### config.mk
export PLATFORM = sky130hd
export DESIGN_NAME = axis_xgmii_tx_64
export DESIGN_NICKNAME = d
export VERILOG_FILES = /design/src/rtl/axis_xgmii_tx_64.sv
export SDC_FILE = /design/constraint.sdc
export NUM_CORES = 1
export LEC_CHECK = 0
export CORE_MARGIN = 2
export CORE_UTILIZATION = 39
export CTS_BUF_LIST = sky130_fd_sc_hd__clkbuf_2
export CTS_CLUSTER_SIZE = 40
export DETAILED_ROUTE_END_ITERATION = 6
export GPL_TIMING_DRIVEN = 0
export PLACE_DENSITY = 0.84
export REMOVE_ABC_BUFFERS = 1
export SLEW_MARGIN = 10
export SYNTH_ARGS = -nofsm -noshare
export SYNTH_HDL_FRONTEND = slang
export SYNTH_SLANG_ARGS = --single-unit
export TNS_END_PERCENT = 1
### constraint.sdc
create_clock -name clk -period 4.8 [get_ports clk]
set_input_delay 0.96 -clock clk [delete_from_list [all_inputs] [get_ports clk]]
set_output_delay 0.96 -clock clk [all_outputs]
set_load 0.005 [all_outputs]
### src/rtl/axis_xgmii_tx_64.sv
// AXI-stream to 64-bit XGMII transmit framer: inserts /S/ preamble, /T/ terminate,
// error codes on tuser/underflow, and enforces the minimum inter-frame gap.
module axis_xgmii_tx_64 #(
  parameter int unsigned DATA_WIDTH = 64,
  parameter int unsigned CTRL_WIDTH = DATA_WIDTH / 8
) (
  input  logic                  clk,
  input  logic                  rst,
  input  logic                  xgmii_clk_en,
  input  logic [DATA_WIDTH-1:0] s_axis_tdata,
  input  logic [CTRL_WIDTH-1:0] s_axis_tkeep,
  input  logic                  s_axis_tvalid,
  output logic                  s_axis_tready,
  input  logic                  s_axis_tlast,
  input  logic                  s_axis_tuser,
  output logic [DATA_WIDTH-1:0] xgmii_txd,
  output logic [CTRL_WIDTH-1:0] xgmii_txc,
  output logic                  start_packet,
  output logic                  error_underflow
);

  localparam logic [DATA_WIDTH-1:0] IdleD  = 64'h0707070707070707;
  localparam logic [DATA_WIDTH-1:0] PreD   = 64'hD5555555555555FB;
  localparam logic [DATA_WIDTH-1:0] TermD  = 64'h07070707070707FD;
  localparam logic [DATA_WIDTH-1:0] UflowD = 64'hFDFEFEFEFEFEFEFE;
  localparam logic [CTRL_WIDTH-1:0] AllCtl = '1;

  typedef enum logic [2:0] {StIdle, StPayload, StTerm, StDrop, StIfg} state_e;

  state_e                r_state;
  logic [1:0]            r_ifg_cnt;
  logic [DATA_WIDTH-1:0] r_txd;
  logic [CTRL_WIDTH-1:0] r_txc;
  logic                  r_start;
  logic                  r_err;

  logic [3:0]            w_keep_cnt;
  logic [DATA_WIDTH-1:0] w_last_d;
  logic [CTRL_WIDTH-1:0] w_last_c;
  logic [1:0]            w_ifg_init;

  always_comb begin
    w_keep_cnt = '0;
    for (int i = 0; i < CTRL_WIDTH; i++) begin
      w_keep_cnt = w_keep_cnt + 4'(s_axis_tkeep[i]);
    end
  end

  // Final word of a frame: data (or FE on error) then FD, padded with idles.
  always_comb begin
    w_last_d = '0;
    w_last_c = '0;
    for (int i = 0; i < CTRL_WIDTH; i++) begin
      if (4'(i) < w_keep_cnt) begin
        w_last_d[8*i +: 8] = s_axis_tuser ? 8'hFE : s_axis_tdata[8*i +: 8];
        w_last_c[i]        = s_axis_tuser;
      end else if (4'(i) == w_keep_cnt) begin
        w_last_d[8*i +: 8] = 8'hFD;
        w_last_c[i]        = 1'b1;
      end else begin
        w_last_d[8*i +: 8] = 8'h07;
        w_last_c[i]        = 1'b1;
      end
    end
  end

  // Three or fewer trailing /T/+/I/ bytes need a second idle word to reach a 12-byte gap.
  assign w_ifg_init = (w_keep_cnt >= 4'd5) ? 2'd2 : 2'd1;

  always_ff @(posedge clk) begin
    if (rst) begin
      r_state   <= StIdle;
      r_ifg_cnt <= '0;
      r_txd     <= IdleD;
      r_txc     <= AllCtl;
      r_start   <= 1'b0;
      r_err     <= 1'b0;
    end else if (!xgmii_clk_en) begin
      r_start <= 1'b0;
      r_err   <= 1'b0;
    end else begin
      r_start <= 1'b0;
      r_err   <= 1'b0;
      unique case (r_state)
        StIdle: begin
          if (s_axis_tvalid) begin
            r_txd   <= PreD;
            r_txc   <= 8'h01;
            r_start <= 1'b1;
            r_state <= StPayload;
          end else begin
            r_txd <= IdleD;
            r_txc <= AllCtl;
          end
        end
        StPayload: begin
          if (!s_axis_tvalid) begin
            r_txd   <= UflowD;
            r_txc   <= AllCtl;
            r_err   <= 1'b1;
            r_state <= StDrop;
          end else if (!s_axis_tlast) begin
            r_txd <= s_axis_tdata;
            r_txc <= '0;
          end else begin
            r_txd <= w_last_d;
            r_txc <= w_last_c;
            if (w_keep_cnt == 4'd8) begin
              r_state <= StTerm;
            end else begin
              r_ifg_cnt <= w_ifg_init;
              r_state   <= StIfg;
            end
          end
        end
        StTerm: begin
          r_txd     <= TermD;
          r_txc     <= AllCtl;
          r_ifg_cnt <= 2'd1;
          r_state   <= StIfg;
        end
        StDrop: begin
          r_txd <= IdleD;
          r_txc <= AllCtl;
          if (s_axis_tvalid && s_axis_tlast) begin
            r_ifg_cnt <= 2'd1;
            r_state   <= StIfg;
          end
        end
        StIfg: begin
          r_txd     <= IdleD;
          r_txc     <= AllCtl;
          r_ifg_cnt <= r_ifg_cnt - 2'd1;
          if (r_ifg_cnt <= 2'd1) begin
            r_ifg_cnt <= '0;
            r_state   <= StIdle;
          end
        end
        default: begin
          r_txd   <= IdleD;
          r_txc   <= AllCtl;
          r_state <= StIdle;
        end
      endcase
    end
  end

  assign s_axis_tready   = ((r_state == StPayload) || (r_state == StDrop)) && xgmii_clk_en;
  assign xgmii_txd       = r_txd;
  assign xgmii_txc       = r_txc;
  assign start_packet    = r_start;
  assign error_underflow = r_err;

endmodule

## Word-level counts from Yosys, hierarchy flattened

Cells that the tools add are included.
Widths: inputs -> output; s select.

| operators by class | value |
|---|---|
| add/subtract/negate cells | 8 |
| multipliers | 0 |
| divide/modulo/power cells | 0 |
| magnitude comparators | 10 |
| equal/unequal tests | 19 |
| shift operators | 0 |
| mux-type cells | 56 |
| bitwise gates (word level) | 3 |
| reductions and logical operators | 10 |

Operator list:

| cell | count |
|---|---|
| $mux 8 | 27 |
| $mux 64 | 3 |
| $pmux 64 s3 | 1 |
| $mux 3 | 6 |
| $add 4x1->4 | 4 |
| $eq 3x4->1 const A | 4 |
| $lt 3x4->1 const A | 4 |
| $pmux 8 s2 | 1 |
| $pmux 3 s5 | 1 |
| $mux 2 | 6 |
| $ne 2x2->1 const B | 6 |
| $mux 1 | 10 |
| $eq 2x4->1 const A | 2 |
| $lt 1x4->1 const A | 2 |
| $lt 2x4->1 const A | 2 |
| $pmux 2 s4 | 1 |
| $eq 3x2->1 const B | 2 |
| $reduce_and 6->1 | 1 |
| $reduce_or 3->1 | 2 |
| $reduce_and 5->1 | 1 |
| $add 3x1->4 | 1 |
| $eq 1x4->1 const A | 1 |
| $eq 4x4->1 const B | 1 |
| $ge 4x3->1 const B | 1 |
| 13 further kinds | 16 |

| storage, ports and cells | value |
|---|---|
| flip-flop bits (word level) | 79 |
| bits in latches | 0 |
| bits in writable memories | 0 |
| bits in read-only memories | 0 |
| input bits | 78 |
| output and inout port bits | 75 |
| memories | 0 |

## Longest topological paths before layout

Gate-level depths: netlist of run 1.

| depth | value |
|---|---|
| depth after elaboration | 13 |
| mapped depth | 15 |

## Worst setup path after synthesis of run 1

No wires, ideal clock.

| timing | value |
|---|---|
| path kind | input to register |
| from | input port s_axis_tkeep[0] |
| to | register r_ifg_cnt[0] |
| setup time | 0.070 ns |
| arrival time | 4.219 ns |
| required time | 4.730 ns |
| setup slack | 0.511 ns |
| stages | 14 |
| cells stage by stage | inv_1 > fa_1 > fa_1 > fa_1 > inv_1 > ha_1 > inv_1 > fa_1 > buf_2 > nor2b_1 > a311oi_1 > o21ai_0 > a311o_1 > a21oi_1 |

| on the way | value |
|---|---|
| cells in the longest elaborated chain, start to end | 13 |
| elaborated cells between the ends (all ways) | 16 |
| classes of those cells | 7 x add/sub; 1 x order compare; 2 x eq/ne; 5 x mux; 1 x reduce/logical |

Ends and longest elaborated chain:

| what | line | source |
|---|---|---|
| from (decl) | 11 | `input logic [CTRL_WIDTH-1:0] s_axis_tkeep,` |
| $add 1x1->2 (*) | 45 | `w_keep_cnt = w_keep_cnt + 4'(s_axis_tkeep[i]);` |
| $add 2x1->3 (*) | 45 |  |
| $add 3x1->4 (*) | 45 |  |
| $add 4x1->4 (*) (4 in series) | 45 |  |
| $ge 4x3->1 | 68 | `assign w_ifg_init = (w_keep_cnt >= 4'd5) ? 2'd2 : 2'd1;` |
| $mux 2 | 68 |  |
| $mux 2 | 108 | `if (w_keep_cnt == 4'd8) begin` |
| $mux 2 | 102 | `end else if (!s_axis_tlast) begin` |
| $mux 2 | 97 | `if (!s_axis_tvalid) begin` |
| $pmux 2 s4 | 84 | `unique case (r_state)` |
| to (signal assigned) | 111 | `r_ifg_cnt <= w_ifg_init;` |
| to (signal assigned) | 133 | `r_ifg_cnt <= r_ifg_cnt - 2'd1;` |
| to (decl) | 31 | `logic [1:0] r_ifg_cnt;` |

Every way passes the cells marked *; elsewhere a longest branch is shown, timed or not. The select of a mux whose other input is x is not followed.
A chain may end at the register's enable or synchronous reset.

## Worst setup path after layout of run 1

| timing | value |
|---|---|
| from | input port s_axis_tkeep[0] |
| to | register r_txd[1], in the netlist xgmii_txd[1] |

| on the way | value |
|---|---|
| cells in the longest elaborated chain, start to end | 13 |
| elaborated cells between the ends (all ways) | 14 |
| classes of those cells | 7 x add/sub; 1 x order compare; 5 x mux; 1 x reduce/logical |

Ends and longest elaborated chain:

| what | line | source |
|---|---|---|
| $add 1x1->2 (*) | 45 |  |
| $add 2x1->3 (*) | 45 |  |
| $add 3x1->4 (*) | 45 |  |
| $add 4x1->4 (*) (4 in series) | 45 |  |
| parallel branches: the longest is 2 deep, another holds $lt 1x4->1 | n/a |  |
| $mux 8 (*) | 54 | `if (4'(i) < w_keep_cnt) begin` |
| $mux 64 (*) | 102 |  |
| $mux 64 (*) | 97 |  |
| $pmux 64 s3 (*) | 84 |  |
| to (signal assigned) | 87 | `r_txd <= PreD;` |
| to (signal assigned) | 98 | `r_txd <= UflowD;` |
| to (signal assigned) | 103 | `r_txd <= s_axis_tdata;` |
| to (decl) | 32 | `logic [DATA_WIDTH-1:0] r_txd;` |

Mark *: on every way between the ends.

==> results of run 1 <==
==> critical path, cell delays in order <==
cell	delay (ns)
clkdlybuf4s50_1	0.45
inv_1	0.05
fa_1	0.55
fa_1	0.43
fa_1	0.44
inv_1	0.07
ha_1	0.22
inv_1	0.09
fa_2	0.76
nor2b_1	0.24
nand2_1	0.14
nor3_2	0.30
o21ai_0	0.21
a21o_1	0.22
==> routing by layer <==
layer / share of wire, % / up-vias
met5: 0.096 / -
met4: 2.5 / 2
met3: 11 / 47
met2: 47 / 272
met1: 39 / 2195
li1: - / 2173
==> timing repair <==
| item | 4_1_cts | 5_1_grt |
|---|---|---|
| hold buffers | 0 | 0 |
| pin swaps | 0 | 1 |
| buffers inserted | 0 | 4 |
| resized for setup | 3 | 6 |
| endpoints found under the setup margin | 25 | 26 |
| cloned | 1 | 0 |
==> how the worst max path moves through the flow <==
stage / slack, ns / startpoint / endpoint
2_1_floorplan: 0.36 / s_axis_tkeep[0] / xgmii_txd[1]$_SDFFE_PP1P_
3_3_place_gp: -0.84 / s_axis_tkeep[0] / xgmii_txd[1]$_SDFFE_PP1P_
3_5_place_dp: -0.85 / s_axis_tkeep[0] / xgmii_txd[1]$_SDFFE_PP1P_
4_1_cts: -0.02 / s_axis_tkeep[0] / xgmii_txd[1]$_SDFFE_PP1P_
5_1_grt: -0.03 / s_axis_tkeep[0] / xgmii_txd[30]$_SDFFE_PP0P_
6_report: 0.13 / s_axis_tkeep[0] / xgmii_txd[1]$_SDFFE_PP1P_
==> placed cells by master, fill, tap and decap left out, drive strengths merged, types with 4 or more instances in the layout <==
| cell type | Yosys | final |
|---|---|---|
| a21oi | 62 | 62 |
| buf | 14 | 7 |
| inv | 19 | 19 |
| nand2 | 55 | 55 |
| a311oi | 7 | 7 |
| nor2b | 9 | 9 |
| a31oi | 8 | 8 |
| o21bai | 11 | 11 |
| a211oi | 5 | 5 |
| a21boi | 7 | 7 |
| nand2b | 11 | 11 |
| o221ai | 6 | 6 |
| and2 | 4 | 4 |
| clkdlybuf4s50 | 0 | 150 |
| o22ai | 7 | 7 |
| nor2 | 57 | 57 |
| dfxtp | 79 | 79 |
| clkbuf | 21 | 10 |
| nand3 | 13 | 13 |
| o21ai | 78 | 78 |
| nor3 | 10 | 10 |
| fa | 4 | 4 |
| or2 | 4 | 4 |
==> logic make-up after synthesis <==
| kind of cell | after synthesis |
|---|---|
| compound gates | 216 |
| simple gates | 174 |
| flops | 79 |
| buf+inv | 54 |
| fa+ha+maj | 7 |
| xor+xnor | 2 |
| mux | 1 |
==> metrics by stage <==
step / setup WS [ns] / cells / power [mW] / util, %
after global placement: -0.838 / 786 / 1.32 / 54.8
after global routing: -0.0263 / 808 / 1.96 / 57.2
after detailed placement: -0.854 / 787 / 1.34 / 55.0
after floorplan: 0.356 / 498 / 1.05 / -
final: 0.134 / 808 / 1.87 / 57.2
after CTS: -0.0161 / 804 / 1.83 / 56.7
==> area by class of cell <==
type,instances,area [sq um],area share [%]
Clock buffer,10,50.0,0.852
Clock inverter,6,118,2.00
Inverter,19,75.1,1.28
Multi-Input combinational cell,400,2310,39.4
Sequential cell,79,1580,26.9
Tap cell,136,170,2.90
Timing Repair Buffer,157,1560,26.6
Timing Repair inverter,1,5.00,0.0852
==> power by group through the flow <==
stage | clock network (mW) | registers (mW) | logic (mW)
2_1_floorplan | 0 | 0.739 | 0.309
3_3_place_gp | 0 | 0.736 | 0.581
3_5_place_dp | 0 | 0.739 | 0.599
4_1_cts | 0.493 | 0.726 | 0.608
5_1_grt | 0.522 | 0.732 | 0.704
6_report | 0.484 | 0.726 | 0.656
==> sequential cells by signal (all words and copies together), names as in the netlist <==
name / cells
r_ifg_cnt: 2
xgmii_txc: 8
r_state: 3
error_underflow: 1
start_packet: 1
xgmii_txd: 64
==> metrics.txt, run 1 <==
Sw Ratio=35.2%; routability congestion estimate from global placement=0.898; Via Count=4689; Post-Syn Instances=533; EDFF count, synth=0; XOR/XNOR Fraction of Synth Area=0.426%; Min-Delay Path Class=flip-flop to flip-flop; Syn. warnings=0; f_max=214 MHz; sequential share of the synthesized area=38.4%; Post-DP HPWL=10400 um; routing usage on met2=42.6%; CTS tree=done; largest area contributor in the netlist=dfxtp_1; Post-Synth Simple-Gate Area=19.7%; Switch Pwr=0.657 mW; RR Endpoint=xgmii_txd[1]$_SDFFE_PP1P_; ratio of total power to cell area=318 nW/um^2; Synth Register Bits=79; row count=37; synth top area cells=dfxtp_1 38%, o21ai_0 8.9%, a21oi_1 7.3%; Period minus WS final=4.67 ns; period utilisation layout=97.2%; Power Internal=1.21 mW; r2r startpoint=r_state[0]$_SDFFE_PP0P_; max cap viols=0; top_reg_cell synth=dfxtp_1; layout cells sized above 1=6.40%; clk_skew=0.0259 ns; CTS sink cnt=79; grt total ovfl=0; PortBufs=152; mapped cell area=4110 sq um; crit path launch type=input port; antenna-violating nets left=0; vias in the first global route=4630; leakage power=2.18 nW; Hold Startpoint=xgmii_txd[15]$_SDFFE_PP0P_; clock transition at the registers of the reported paths=0.23 ns; RSZ-0062 raised after global routing=yes; Worst Hold Endpoint=xgmii_txd[15]$_SDFFE_PP0P_; Initial DRT Pass Iterations=6; VDD IR max=0.182 mV; fraction of synthesized area in multiplexers=0.274%; Setup-failing EPs final=0; top-area cell type share of the netlist area=38.4%; setup tns final=0 ns; GRT Total Usage=25.6%; hold_ws=0.479 ns; first-pass GRT wire length=23000 um; initial antenna violation count=1; Die ar.=11400 sq um; Crit Path Max Fanout=15; I/O Pins=153; clk_lat worst skew=0.56 ns; Root Buffer=clkbuf_2; Seq pwr share=38.9%; DRC viols=0; GRT met3 Usage=7.90%; n_diodes=0; Slew headroom=26.7%; Hold Path Depth=2; asr flop ratio synth=0%; Final Hold Vio Count=0; DIE WIDTH=107 um; Nets=752; compound-gate portion of the synthesized area=32.4%; Critical Path End Type=flip-flop; commonest cells in the netlist=79 x dfxtp_1, 73 x o21ai_0, 60 x a21oi_1, 56 x nor2_1, 55 x nand2_1; Adder-Cell Fraction of Synth Area=2.86%; fill count=945; initial core utilization=40.0%; post-synth cell types=61; H-tree depth=3; Area growth syn-to-layout=42.8%; count leader, synth=dfxtp_1; FF-to-FF path depth=4; Placed Area=5650 sq um; main combinational cell family by area after synthesis=compound AO/OA/AOI/OAI gates; Iteration-0 DRC Markers=588; drt total wl=14700 um; TritonCTS Buffers=9; Final Max Tran Viols=0; share of total power in the clock network=25.9%; crit path DAT=5.14 ns; Routed wire per std cell=18.1 um; mean post-synth cell area=7.72 sq um; busiest grt layer=met2; vias per cell=5.80; R2R Setup Slk=2.43 ns; Least-Margin Pin Slew=1.10 ns; cell area after layout=5880 sq um; Critical Path RT=5.27 ns; pin count of the biggest net entering global routing=37; Clock Tree Buf Depth=2; Core ar.=10300 sq um; met1 usage=30.6%; status=finished, final reports clean; Die Y=107 um; critical path class=input port to flip-flop; logic gate share of total power=35.2%
Power figures use the tool's default switching activity.
==> run 2, diff against run 1 <==
--- a/config.mk
+++ b/config.mk
@@ -8,6 +8,7 @@
 export CORE_MARGIN = 2
 export CORE_UTILIZATION = 39
 export CTS_BUF_LIST = sky130_fd_sc_hd__clkbuf_2
+export CTS_CLUSTER_DIAMETER = 150
 export CTS_CLUSTER_SIZE = 40
 export DETAILED_ROUTE_END_ITERATION = 6
 export GPL_TIMING_DRIVEN = 0
==> results of run 2 <==
Final layout, timing and power as in run 1 (identical DEF).
==> run 3, diff against run 2 <==
--- a/config.mk
+++ b/config.mk
@@ -5,6 +5,7 @@
 export SDC_FILE = /design/constraint.sdc
 export NUM_CORES = 1
 export LEC_CHECK = 0
+export CAP_MARGIN = 20
 export CORE_MARGIN = 2
 export CORE_UTILIZATION = 39
 export CTS_BUF_LIST = sky130_fd_sc_hd__clkbuf_2
==> run 3 against run 2 <==
Net effect: clock power fell by 12%; count of clock-buffer cells in the layout did not move; largest power group unchanged; critical path type unchanged; combinational power rose by 2%; final cell count rose by 0.25%; cell area rose by 0.49%.
==> metrics.txt, run 3 (same netlist as run 1, synthesis figures left out) <==
Critical Path RT=5.26 ns; crit path DAT=5.14 ns; clk_skew=0.0230 ns; Hold Path Depth=2; hold_ws=0.479 ns; period utilisation layout=97.5%; critical path class=input port to flip-flop; Crit Path Max Fanout=12; Via Count=4627; CTS sink cnt=79; Largest register FFs=64; dpl cells=788; Critical Path End Type=flip-flop; I/O Pins=153; clk_lat worst skew=0.54 ns; CTS tree=done; Die ar.=11400 sq um; final core occ=57.5%; Final Max Tran Viols=0; Min-Delay Path Class=flip-flop to flip-flop; setup tns final=0 ns; Die Y=107 um; vias per cell=5.71; layout cells sized above 1=6.38%; Hold Startpoint=xgmii_txd[15]$_SDFFE_PP0P_; clock transition at the registers of the reported paths=0.23 ns; Routed wire per std cell=17.9 um; DRC viols=0; Setup WS post-layout=0.121 ns; VDD IR max=0.168 mV; routability congestion estimate from global placement=0.898; DIE WIDTH=107 um; RSZ-0062 raised after global routing=yes; TritonCTS Buffers=9; Area growth syn-to-layout=43.5%; Slew headroom=29.6%; initial core utilization=40.0%; H-tree depth=3; Root Buffer=clkbuf_2; cell area after layout=5900 sq um; Least-Margin Pin Slew=1.06 ns; GRT Total Usage=25.3%; crit path launch type=input port; vias in the first global route=4588; commonest non-fill, non-tap cell in the layout=clkdlybuf4s50_1; r2r startpoint=r_state[0]$_SDFFE_PP0P_; R2R Setup Slk=2.36 ns; commonest cells after routing, fill and taps aside=151 x clkdlybuf4s50_1, 79 x dfxtp_1, 72 x o21ai_0, 59 x a21oi_1; final non-filler cell total=810; ratio of total power to cell area=309 nW/um^2; status=finished, final reports clean; Final Hold Vio Count=0; Initial DRT Pass Iterations=6; n_diodes=0; leakage power=2.19 nW; Clock Tree Buf Depth=2; Iteration-0 DRC Markers=500; Period minus WS final=4.68 ns; Nets=754; pin count of the biggest net entering global routing=37; Core ar.=10300 sq um; initial antenna violation count=1; row count=37; max cap viols=0; Setup WS pre-CTS=-0.857 ns; first-pass GRT wire length=23000 um; Setup-failing EPs final=0; f_max=214 MHz; grt total ovfl=0; FF-to-FF path depth=4; Placed Area=5670 sq um; RR Endpoint=xgmii_txd[52]$_SDFFE_PP0P_; Post-DP HPWL=10500 um; antenna-violating nets left=0; Tot Pwr=1.82 mW; PortBufs=152; hold-fix buffers at CTS=0; Worst Hold Endpoint=xgmii_txd[15]$_SDFFE_PP0P_; drt total wl=14500 um
[run 3: cell count changes in the layout (fill, tap and decap cells not counted), sizes merged]
cell           change
buf                +2
inv                +1
clkinv             +1
clkinvlp           -2
bufinv             -1
clkdlybuf4s50      +1
[run 3: worst max-delay path by stage]
| stage | start | to | slack (ns) |
|---|---|---|---|
| 2_1_floorplan | s_axis_tkeep[0] | xgmii_txd[1]$_SDFFE_PP1P_ | 0.36 |
| 4_1_cts | s_axis_tkeep[0] | xgmii_txd[59]$_SDFFE_PP0P_ | 0.05 |
| 3_5_place_dp | s_axis_tkeep[0] | xgmii_txd[60]$_SDFFE_PP0P_ | -0.86 |
| 6_report | s_axis_tkeep[0] | xgmii_txd[52]$_SDFFE_PP0P_ | 0.12 |
| 3_3_place_gp | s_axis_tkeep[0] | xgmii_txd[1]$_SDFFE_PP1P_ | -0.84 |
| 5_1_grt | s_axis_tkeep[0] | xgmii_txd[30]$_SDFFE_PP0P_ | -0.03 |
[run 3: routing by layer]
layer | wire (um) | vias to the layer above | GRT usage (%) | part of all wire [%]
met5 | 11 | - | 0 | 0.076
met4 | 323 | 2 | 9.65 | 2.2
met3 | 1490 | 46 | 8.15 | 10
met2 | 6850 | 253 | 42.1 | 47
met1 | 5820 | 2151 | 30.5 | 40
li1 | - | 2175 | - | -
[run 3: critical path, stage by stage]
cell             delay, ns
clkdlybuf4s50_1       0.45
inv_1                 0.05
fa_1                  0.55
fa_1                  0.43
fa_1                  0.44
inv_1                 0.07
ha_1                  0.22
inv_1                 0.09
fa_2                  0.59
buf_4                 0.21
o21ai_0               0.53
o211ai_1              0.21
a311oi_1              0.34
[run 3: timing repair]
item / in CTS / in global routing
resized for setup: 3 / 4
buffers inserted: 0 / 5
setup endpoints to repair: 27 / 25
pin swaps: 0 / 1
[run 3: layout make-up]
class / count / area [sq um]
Fill cell: 965 / 4370
Inverter: 19 / 71.3
Sequential cell: 79 / 1580
Timing Repair Buffer: 160 / 1620
Clock buffer: 10 / 50.0
Clock inverter: 6 / 93.8
Tap cell: 136 / 170
Multi-Input combinational cell: 400 / 2320
[run 3: report_power, final]
part / switching [mW] / total [mW] / internal (mW)
Sequential: 0.0255 / 0.726 / 0.700
Combinational: 0.382 / 0.670 / 0.287
Clock: 0.250 / 0.428 / 0.178
